`src/rtl/port_arbiter_if.sv`:
```
// Signal bundle between one output-port arbiter, the four input FIFOs and the output mux.
// Handshake: a word moves downstream in the cycle after a grant only if ready_out was high when that grant was issued.
interface port_arbiter_if #(
    parameter int NUM_PORTS = 4,
    parameter int SEL_W     = 2
);
    logic [NUM_PORTS-1:0] req;
    logic                 ready_out;
    logic [NUM_PORTS-1:0] grant;
    logic [SEL_W-1:0]     mux_select;
    logic                 valid_out;
    logic                 busy;
    logic [3:0]           burst_cnt;
    logic [1:0]           state_dbg;

    modport master (
        input  req, ready_out,
        output grant, mux_select, valid_out, busy, burst_cnt, state_dbg
    );

    modport slave (
        output req, ready_out,
        input  grant, mux_select, valid_out, busy, burst_cnt, state_dbg
    );
endinterface

```
`src/rtl/port_arbiter.sv`:
```
// Round-robin scheduler for one switch output port: picks an input FIFO, pops it in
// bounded bursts under downstream backpressure, and drives the output mux select.
module port_arbiter #(
    parameter int NUM_PORTS = 4,
    parameter int SEL_W     = 2,
    parameter int MAX_BURST = 4
) (
    input logic          clk,
    input logic          rst,
    port_arbiter_if.master bus
);
    typedef enum logic [1:0] {
        IDLE  = 2'd0,
        GRANT = 2'd1,
        XMIT  = 2'd2
    } state_t;

    localparam logic [3:0] MAX_B = 4'(MAX_BURST);

    state_t               state_q, state_d;
    logic [SEL_W-1:0]     ptr_q, ptr_d;
    logic [SEL_W-1:0]     sel_q, sel_d;
    logic [3:0]           cnt_q, cnt_d;
    logic [NUM_PORTS-1:0] grant_q, grant_d;
    logic                 valid_q, valid_d;
    logic                 busy_q;
    logic [SEL_W-1:0]     winner;

    // Descending scan so the last hit, i.e. the port closest after ptr, wins.
    always_comb begin
        winner = ptr_q;
        for (int k = NUM_PORTS; k >= 1; k--) begin
            if (bus.req[ptr_q + SEL_W'(k)]) winner = ptr_q + SEL_W'(k);
        end
    end

    always_comb begin
        state_d = state_q;
        ptr_d   = ptr_q;
        sel_d   = sel_q;
        cnt_d   = cnt_q;
        grant_d = '0;
        valid_d = 1'b0;
        case (state_q)
            IDLE: begin
                if (|bus.req) begin
                    sel_d   = winner;
                    cnt_d   = 4'd0;
                    state_d = GRANT;
                end
            end
            GRANT: begin
                if (!bus.req[sel_q]) begin
                    ptr_d   = sel_q;
                    state_d = IDLE;
                end else if (bus.ready_out) begin
                    grant_d = NUM_PORTS'(1) << sel_q;
                    cnt_d   = cnt_q + 4'd1;
                    state_d = XMIT;
                end
            end
            XMIT: begin
                // req here is post-pop, so a drained one-entry FIFO ends the burst.
                valid_d = 1'b1;
                if (cnt_q < MAX_B && bus.req[sel_q]) begin
                    state_d = GRANT;
                end else begin
                    ptr_d   = sel_q;
                    state_d = IDLE;
                end
            end
            default: state_d = IDLE;
        endcase
    end

    always_ff @(posedge clk) begin
        if (rst) begin
            state_q <= IDLE;
            ptr_q   <= SEL_W'(NUM_PORTS - 1);
            sel_q   <= '0;
            cnt_q   <= 4'd0;
            grant_q <= '0;
            valid_q <= 1'b0;
            busy_q  <= 1'b0;
        end else begin
            state_q <= state_d;
            ptr_q   <= ptr_d;
            sel_q   <= sel_d;
            cnt_q   <= cnt_d;
            grant_q <= grant_d;
            valid_q <= valid_d;
            busy_q  <= (state_d != IDLE);
        end
    end

    assign bus.grant      = grant_q;
    assign bus.mux_select = sel_q;
    assign bus.valid_out  = valid_q;
    assign bus.busy       = busy_q;
    assign bus.burst_cnt  = cnt_q;
    assign bus.state_dbg  = state_q;
endmodule

```
`src/flat_wrapper.sv`:
```
// flat-port wrapper written by rule: the top's interface ports become plain ports
module port_arbiter_flat 
#(
    parameter int NUM_PORTS = 4,
    parameter int SEL_W     = 2,
    parameter int MAX_BURST = 4
)
  (clk, rst, bus_req, bus_ready_out, bus_grant, bus_mux_select, bus_valid_out, bus_busy, bus_burst_cnt, bus_state_dbg);
  port_arbiter_if #(.NUM_PORTS(NUM_PORTS), .SEL_W(SEL_W)) bus_i ();
  input logic clk;
  input logic rst;
  input wire logic [$bits(bus_i.req)-1:0] bus_req;
  input wire logic [$bits(bus_i.ready_out)-1:0] bus_ready_out;
  output wire logic [$bits(bus_i.grant)-1:0] bus_grant;
  output wire logic [$bits(bus_i.mux_select)-1:0] bus_mux_select;
  output wire logic [$bits(bus_i.valid_out)-1:0] bus_valid_out;
  output wire logic [$bits(bus_i.busy)-1:0] bus_busy;
  output wire logic [$bits(bus_i.burst_cnt)-1:0] bus_burst_cnt;
  output wire logic [$bits(bus_i.state_dbg)-1:0] bus_state_dbg;
  assign bus_i.req = bus_req;
  assign bus_i.ready_out = bus_ready_out;
  assign bus_grant = bus_i.grant;
  assign bus_mux_select = bus_i.mux_select;
  assign bus_valid_out = bus_i.valid_out;
  assign bus_busy = bus_i.busy;
  assign bus_burst_cnt = bus_i.burst_cnt;
  assign bus_state_dbg = bus_i.state_dbg;
  port_arbiter #(.NUM_PORTS(NUM_PORTS), .SEL_W(SEL_W), .MAX_BURST(MAX_BURST)) u_core (.clk(clk), .rst(rst), .bus(bus_i));
endmodule
```
`config.mk`:
```
export PLATFORM = sky130hd
export DESIGN_NAME = port_arbiter_flat
export DESIGN_NICKNAME = d
export VERILOG_FILES = /design/src/rtl/port_arbiter_if.sv /design/src/rtl/port_arbiter.sv /design/src/flat_wrapper.sv
export SDC_FILE = /design/constraint.sdc
export NUM_CORES = 1
export LEC_CHECK = 0
export CAP_MARGIN = 10
export CORE_MARGIN = 10
export CORE_UTILIZATION = 50
export DETAILED_ROUTE_END_ITERATION = 12
export HOLD_SLACK_MARGIN = 0.02
export PLACE_DENSITY = 0.79
export SLEW_MARGIN = 15
export SYNTH_ARGS = -nofsm -noshare
export SYNTH_HDL_FRONTEND = slang
export SYNTH_SLANG_ARGS = --single-unit
```
`constraint.sdc`:
```
create_clock -name clk -period 4.6 [get_ports clk]
set_input_delay 0.46 -clock clk [delete_from_list [all_inputs] [get_ports clk]]
set_output_delay 0.46 -clock clk [all_outputs]
set_load 0.02 [all_outputs]
```
# After elaboration in Yosys (flattened, before gate mapping)
# Index checks and enable logic that the tools add are counted.
[word_totals]
regBits = 16
in_bits = 7
out_inout_bits = 14
word_cells = 61
[op_classes]
magnitude_cmp = 5
n_shift = 1
addsub = 4
n_reduce_logical = 10
bitwise_logic = 3
n_mux = 24
eq_ne = 7
[ops]
columns = ["op", "count"]
rows = [
  ["2-bit 2-to-1 mux", 8],
  ["2-bit by 3-bit < comparator with 1-bit output, second input constant", 4],
  ["4-bit 2-to-1 mux", 3],
  ["1-bit binary-select mux with 2-bit select", 4],
  ["4-bit case mux with 2 select lines", 1],
  ["4-bit OR reduction", 2],
  ["1-bit 2-to-1 mux", 6],
  ["2-bit != test, second input constant", 3],
  ["2-bit case mux with 3 select lines", 1],
  ["2-bit nonzero test", 3],
  ["2-bit adder, second input constant", 2],
  ["4-bit by 1-bit adder with 4-bit output, second input constant", 1],
  ["4-bit by 3-bit < comparator with 1-bit output, second input constant", 1],
  ["2-bit by 1-bit != test with 1-bit output, second input constant", 2],
  ["2-bit case mux with 2 select lines", 1],
  ["4-bit AND reduction", 1],
  ["1-bit by 2-bit << shifter with 4-bit output, first input constant", 1],
  ["1-bit inverter", 3],
  ["3-bit AND reduction", 1],
  ["2-bit by 1-bit adder with 2-bit output, second input constant", 1],
  ["2-bit by 1-bit == test with 1-bit output, second input constant", 1],
  ["2-bit == test, second input constant", 1],
  ["2-bit logical NOT", 1],
  ["2-bit AND reduction", 1],
  ["1-bit logical AND", 1],
]

# Logic depth before layout (Yosys ltp)
# Gate-level depths: netlist (run 1).
[logic_depth]
word_depth = 6
mapped_depth = 6
mapped_depth_nobuf = 6

# Worst setup path after synthesis (run 1)
# No wires, ideal clock.
[synth_timing]
path_type = "reg2reg"
from = "reg u_core.sel_q[0], in the netlist u_core.bus.mux_select[0]"
to = "reg u_core.busy_q, in the netlist u_core.bus.busy"
slack_ps = 2708
setup_ps = 122
t_arrival_ps = 1770
path_buffers = 0
path_stages_with_launch = 5
cell_sequence = "dfxtp_1 mux4_2 a221oi_1 nor3_1 a311o_1"
[synth_between]
elab_chain_cells = 6
[synth_lines]
columns = ["element", "line", "text"]
rows = [
  ["start, declared", "port_arbiter.sv:22", "logic [SEL_W-1:0] sel_q, sel_d;"],
  ["start signal, assigned", "port_arbiter.sv:88", "sel_q <= sel_d;"],
  ["1-bit binary-select mux with 2-bit select (*)", "port_arbiter.sv:53, port_arbiter.sv:65", ""],
  ["1-bit 2-to-1 mux (implied by the code) (*)", "port_arbiter.sv:53, port_arbiter.sv:65", ""],
  ["1-bit logical AND", "port_arbiter.sv:65", "if (cnt_q < MAX_B && bus.req[sel_q]) begin"],
  ["1-bit 2-to-1 mux", "port_arbiter.sv:65", ""],
  ["2-bit case mux with 3 select lines (*)", "port_arbiter.sv:44", "case (state_q)"],
  ["2-bit nonzero test (*)", "port_arbiter.sv:92", "busy_q <= (state_d != IDLE);"],
  ["end signal, assigned", "port_arbiter.sv:92", ""],
  ["end, declared", "port_arbiter.sv:26", "logic busy_q;"],
]
# Every way passes the cells marked *; elsewhere a longest branch is shown, timed or not. The select of a mux whose other input is x is not followed.
# A chain may end at the register's enable or synchronous reset.

# Final worst setup path (run 1)
[layout_timing]
from = "in bus_req[3]"
to = "reg u_core.busy_q, in the netlist u_core.bus.busy"
[layout_between]
elab_chain_cells = 6
[layout_lines]
columns = ["element", "line", "text"]
rows = [
  ["start, declared", "flat_wrapper.sv:12", "input wire logic [$bits(bus_i.req)-1:0] bus_req;"],
  ["1-bit binary-select mux with 2-bit select", "port_arbiter.sv:53, port_arbiter.sv:65", ""],
  ["1-bit 2-to-1 mux (implied by the code)", "port_arbiter.sv:53, port_arbiter.sv:65", ""],
  ["1-bit logical AND", "port_arbiter.sv:65", ""],
  ["1-bit 2-to-1 mux", "port_arbiter.sv:65", ""],
  ["2-bit case mux with 3 select lines (*)", "port_arbiter.sv:44", ""],
  ["2-bit nonzero test (*)", "port_arbiter.sv:92", ""],
]
# Marked as above.

==> results of run 1 <==
==> layer usage <==
metal,vias up,part of all wire (%),GRT usage (%)
li1,382,-,-
met1,354,42,12.09
met2,25,46,16.89
met3,5,11,3.967
met4,0,1.5,4.702
met5,-,0,0
==> critical path: stages <==
cell,delay (ns)
clkdlybuf4s50_1,0.49
mux4_2,0.58
a221oi_1,0.30
nor3_1,0.10
a311o_1,0.33
==> how the worst max path moves through the flow <==
stage	start	to	slack, ns	cells past startpoint
floorplan	u_core.bus.mux_select[0]$_SDFFE_PP0P_	u_core.bus.busy$_SDFF_PP0_	2.71	4
global placement	bus_req[3]	u_core.bus.busy$_SDFF_PP0_	2.27	5
detailed placement	bus_req[3]	u_core.bus.busy$_SDFF_PP0_	2.23	5
CTS	bus_req[3]	u_core.bus.busy$_SDFF_PP0_	2.54	5
global route	bus_req[3]	u_core.bus.busy$_SDFF_PP0_	2.47	5
finish	bus_req[3]	u_core.bus.busy$_SDFF_PP0_	2.52	5
==> Yosys cell counts (2+ instances only) <==
| master | count | area share (%) |
|---|---|---|
| nor4b_1 | 2 | 2.1 |
| ha_1 | 5 | 7.5 |
| inv_1 | 6 | 2.7 |
| or2_2 | 2 | 1.5 |
| nand2_1 | 3 | 1.3 |
| o21ai_0 | 5 | 3.0 |
| mux2i_1 | 3 | 3.6 |
| clkbuf_1 | 2 | 0.90 |
| and2_1 | 2 | 1.5 |
| nand3_1 | 3 | 1.8 |
| nor4_1 | 2 | 1.5 |
| nand2b_1 | 4 | 3.0 |
| a21oi_1 | 5 | 3.0 |
| nor3b_1 | 2 | 1.8 |
| nor2_1 | 7 | 3.1 |
| dfxtp_1 | 16 | 38 |
| a221oi_1 | 2 | 2.1 |
| nor2b_1 | 2 | 1.5 |
| o211ai_1 | 2 | 1.8 |
==> area by class of cell <==
cell class	instances	area (um^2)	area share [%]
tap	16	20.02	1.867
inverter	6	22.52	2.100
sequential	16	320.3	29.87
timing repair buffer	20	200.2	18.67
clock buffer	3	22.52	2.100
multi-input combinational	66	486.7	45.39
==> cell families (layout without fill, tap and decap cells) <==
group                      after synthesis  count (layout)
muxes                                    4               4
DFF                                     16              16
adders and majority gates                5               5
AOI/OAI and AO/OA                       24              24
buffers and inverters                    8              29
and+or+nand+nor                         33              33
==> registers in the layout, summed over array words and instances, names as in the netlist <==
name	cells
u_core.bus.burst_cnt	4
u_core.bus.busy	1
u_core.bus.grant	4
u_core.bus.mux_select	2
u_core.bus.state_dbg	2
u_core.bus.valid_out	1
u_core.ptr_q	2
==> power by group <==
group	total, mW	internal (mW)	switching [mW]	leakage (nW)
clock network	0.0731	0.0304	0.0427	0.0138
registers	0.172	0.153	0.0193	0.131
logic	0.121	0.0586	0.0624	0.258
total	0.366	0.242	0.124	0.402
==> metrics by stage <==
step / hold WS, ns / cell area (um^2) / setup WS, ns / power, mW
CTS: 0.5079 / 1072 / 2.536 / 0.3662
detailed placement: 0.4932 / 1050 / 2.234 / 0.2954
floorplan: 0.5066 / 837.1 / 2.708 / 0.2522
finish: 0.5023 / 1072 / 2.524 / 0.3664
global route: 0.5295 / 1072 / 2.465 / 0.3872
global placement: 0.4934 / 1050 / 2.269 / 0.2935
==> metrics, run 1 <==
post-layout util=about 70%; Post-CTS Hold Buffers=0; Slew headroom=a little over three fifths; ys flop type=dfxtp_1; Starting Density=54.30%; final wirelength=1817 um; Die Area=0.003711 mm^2; DIE HEIGHT=just over 60 um; Max clock buf depth=2; Total GRT Usage=a little over a tenth; final antenna-violating net count=0; number of antenna violations at the first check in global routing=0; Mean Syn Cell Area=between 9 and 10 um^2; worst hold start=u_core.bus.burst_cnt[2]$_SDFFE_PP0P_; maxcap violations=0; Reg2Reg Setup Slack=2.65 ns; clock net sink count=16; Post-synth ARST share=0%; worst-margin pin slew=0.5507 ns; Nets=roughly 130; HPWL after detailed placement=1407 um; Req. time, crit path=around 4.8 ns; fin cells=roughly 130; ant diodes=0; CP Max Fanout=6; number of global-route vias before repair=723; FF-to-FF End=u_core.bus.busy$_SDFF_PP0_; maximum clock rate=481.7 MHz; peak supply drop=262.8 uV; mux share of post-synthesis cell area=6.278%; Netlist Area Pre-Place=between 800 and 900 um^2; TNS Setup=0 ns; area grow syn2layout=28.10%; vias=between 700 and 800; layout cell share with drive strength beyond 1=6.306%; status=complete, no violations; final clock skew=around 0.0077 ns; pwr/cell area=between 300 and 400 mW/mm^2; pin count of the biggest net entering global routing=17; Syn Inst Count=90; I/O pins=21; wire per inst=between 10 and 15 um; cts bufs inserted=3; simple-gate share of the synthesized area=between 20% and 30%; Worst setup SP type=input pin; placed cells=124; final period utilization=between 40% and 50%; fin. max-slew vios=0; clock root buffer=clkbuf_4; Synth Area in Compound Gates=approximately 22%; Core Area=between 0.0015 and 0.002 mm^2; largest family of logic cells by synthesized area=simple AND/OR/NAND/NOR gates; Reg2Reg Launch Point=u_core.bus.mux_select[0]$_SDFFE_PP0P_; Distinct cells, synth=34; WHS Endpoint=u_core.bus.burst_cnt[2]$_SDFFE_PP0P_; DRC Markers=0; Pleak=around 0.40 nW; Critical Path AT=~2.3 ns; commonest non-fill, non-tap cells in the layout=clkdlybuf4s50_1 (20), dfxtp_1 (16), nor2_1 (7); Mapped Nets=102; flops & latches, synth=16; Post CTS Setup Buffer Count=0; CP endpoint kind=flip-flop; GPL Wtd Cong=approximately 0.84; CTS tree=yes; first drt pass iteration count=4; Filler cells=124; EDFF count, synth=0; Hold Crit Depth=2; global route overflow=0; WS Path Type=in2reg; Synthesis Warnings=0; Resize count post-CTS=0; Adder-Cell Fraction of Synth Area=under 10%; PortBufs=20; sequential share of the synthesized area=between 30% and 40%; Cell Rows=14; DR vias/cell=slightly above 6; Worst-path clk slew=0.08 ns; RSZ-0062 raised after global routing=no; xor-xnor portion of the synthesized cell area=0%; Die X=60.92 um; final hold violation count=0; Final setup viols=0; global-route wire length before repair=roughly 3100 um; H-tree depth=1; fin crit period=between 2 and 2.5 ns; drt initial violations=19; commonest non-fill, non-tap cell in the layout=clkdlybuf4s50_1; Hold Crit Class=reg2reg; Reg2Reg Depth=4; clk_lat worst skew=between 0.2 and 0.3 ns
(Power assumes the default switching activity.)
==> inputs of run 2 (changes only) <==
--- a/config.mk
+++ b/config.mk
@@ -7,10 +7,10 @@
 export LEC_CHECK = 0
 export CAP_MARGIN = 10
 export CORE_MARGIN = 10
-export CORE_UTILIZATION = 50
+export CORE_UTILIZATION = 47
 export DETAILED_ROUTE_END_ITERATION = 12
 export HOLD_SLACK_MARGIN = 0.02
-export PLACE_DENSITY = 0.79
+export PLACE_DENSITY = 0.75
 export SLEW_MARGIN = 15
 export SYNTH_ARGS = -nofsm -noshare
 export SYNTH_HDL_FRONTEND = slang
==> constraint.sdc (replaced) <==
create_clock -name clk -period 2 [get_ports clk]
set_input_delay 0.2 -clock clk [delete_from_list [all_inputs] [get_ports clk]]
set_output_delay 0.2 -clock clk [all_outputs]
set_load 0.02 [all_outputs]
==> run 2 against run 1 <==
Against the previous run:
- global-route usage up 0.19 points
- die area up 4.3%
- register-to-register slack worse by 2.4 ns
- cell area up 8.8%
- worst setup slack worse by 2.3 ns
- non-clock buffer count up 11
- core utilization down 1.3 points
- critical path type is now reg2reg
- largest cell class unchanged
==> metrics, run 2 (synthesis results as in run 1) <==
status=complete, no violations; layout cell share with drive strength beyond 1=14.75% (+8.4 points); Resize count post-CTS=0 (unchanged); TNS Setup=0 ns (unchanged); maxcap violations=0 (unchanged); Critical Path AT=1.98 ns (-0.27 ns); clock root buffer=clkbuf_4; overall power=878.9 uW (+140%); final wirelength=1976 um (+8.8%); Starting Density=49.01% (-5.3 points); wire per inst=13.44 um (-6.0%); Req. time, crit path=2.21 ns (-2.57 ns); Core Area=0.001708 mm^2 (+11%); CP max-delay cell=or4_1; hold slack final=0.4989 ns (-0.003388 ns); sequential share of power=43.6% (-3.4 points); fin crit period=1.774 ns; peak supply drop=592.6 uV (+130%); DRC Markers=0 (unchanged); DIE HEIGHT=62.20 um (+2.1%); Total GRT Usage=10.69% (+0.19 points); Post-CTS Hold Buffers=0 (unchanged); Max clock buf depth=2 (unchanged); CP endpoint kind=flip-flop; logic gate share of total power=38.0% (+5.0 points); global route overflow=0 (unchanged); Cell Rows=15 (+1); crit-path cells=inv_1 -> ha_1 -> nor2b_1 -> a31oi_4 -> or4_1 -> a21boi_1; maximum clock rate=roughly 560 MHz; final clock skew=0.008513 ns (+0.0008139 ns); Post CTS Setup Buffer Count=0 (unchanged); Worst setup SP type=flip-flop; DR vias/cell=5.293 (-12%); first drt pass iteration count=4 (unchanged); Nets=136 (+8.8%); CP Max Fanout=7 (+1); ant diodes=0 (unchanged); NetSw=288.8 uW (+130%); I/O pins=21 (unchanged); PortBufs=20 (unchanged); Hold Crit Class=reg2reg; Final setup viols=0 (unchanged); number of antenna violations at the first check in global routing=0 (unchanged); HPWL after detailed placement=1601 um (+14%); drt initial violations=13 (-6); clk_lat worst skew=0.28 ns (about the same); final antenna-violating net count=0 (unchanged); final hold violation count=0 (unchanged); Worst-path clk slew=0.09 ns (about the same); H-tree depth=1 (unchanged); Sw Ratio=32.86% (-1.1 points); vias=778 (+1.6%); pin count of the biggest net entering global routing=13 (-4); cts bufs inserted=3 (unchanged); WS Path Type=reg2reg; crit-path max cell delay=0.51 ns (-0.07 ns); worst-margin pin slew=0.3148 ns (-0.2358 ns); final period utilization=88.70%; post-layout util=68.28% (-1.3 points); area grow syn2layout=39.31%; commonest non-fill, non-tap cell in the layout=clkdlybuf4s50_1; pwr/cell area=753.7 mW/mm^2 (+120%); number of global-route vias before repair=784 (+8.4%); global-route wire length before repair=3588 um (+17%); RSZ-0062 raised after global routing=no; commonest non-fill, non-tap cells in the layout=clkdlybuf4s50_1 (20), dfxtp_1 (16), buf_4 (11); Pint=590.1 uW (+140%); Die Area=0.003869 mm^2 (+4.3%); CTS tree=yes; fin. max-slew vios=0 (unchanged); Clk pwr share=18.3% (-1.7 points); Slew headroom=78.82% (+16 points); clock net sink count=16 (unchanged); Pleak=0.4554 nW (+13%); Die X=62.20 um (+2.1%); GPL Wtd Cong=0.8334 (-0.57%)
[run 2: worst paths after layout]
| path | slack [ns] | depth (start not counted) | end | start |
|---|---|---|---|---|
| max | 0.23 | 6 | u_core.bus.burst_cnt[3]$_SDFFE_PP0P_ | u_core.bus.state_dbg[1]$_SDFF_PP0_ |
| min | 0.50 | 2 | u_core.bus.burst_cnt[3]$_SDFFE_PP0P_ | u_core.bus.burst_cnt[3]$_SDFFE_PP0P_ |
| max reg2reg | 0.23 | 6 | u_core.bus.burst_cnt[3]$_SDFFE_PP0P_ | u_core.bus.state_dbg[1]$_SDFF_PP0_ |
| min reg2reg | 0.50 | 2 | u_core.bus.burst_cnt[3]$_SDFFE_PP0P_ | u_core.bus.burst_cnt[3]$_SDFFE_PP0P_ |
[run 2: through the flow]
stage	worst slack [ns]	std cells	area (um^2)
floorplan	0.1079	90	837.1
global placement	0.06084	144	1144
detailed placement	0.03236	144	1144
CTS	0.2395	147	1166
global route	0.1041	147	1166
finish	0.2260	147	1166
[run 2: final cells by class]
class / count / area [um^2]
Tap cell: 25 / 31.28
Fill cell: 146 / 541.8
Sequential cell: 16 / 320.3
Multi-Input combinational cell: 66 / 486.7
Inverter: 6 / 22.52
Clock buffer: 3 / 22.52
Timing Repair Buffer: 31 / 282.8
[run 2: power by group through the flow]
stage               Sequential, mW  Clock [mW]  Combinational [mW]
floorplan                    0.420           0               0.160
global placement             0.389           0               0.330
detailed placement           0.390           0               0.335
CTS                          0.384       0.169               0.336
global route                 0.389       0.184               0.370
finish                       0.383       0.161               0.334
[run 2: per-layer routing]
metal	track usage, %	part of all wire [%]	vias to the layer above	routed length [um]
met3	5.376	8.4	2	166
met2	17.31	43	20	852
li1	-	-	398	-
met1	12.45	48	358	949
met5	0	0	-	0
met4	1.714	0.40	0	8
[run 2: critical path: cells and delay by family (launching register included)]
kind	cells	cell delay, ns
and+or+nand+nor	2	0.71
DFF	1	0.47
adders and majority gates	1	0.21
AOI/OAI and AO/OA	2	0.21
buffers and inverters	1	0.10
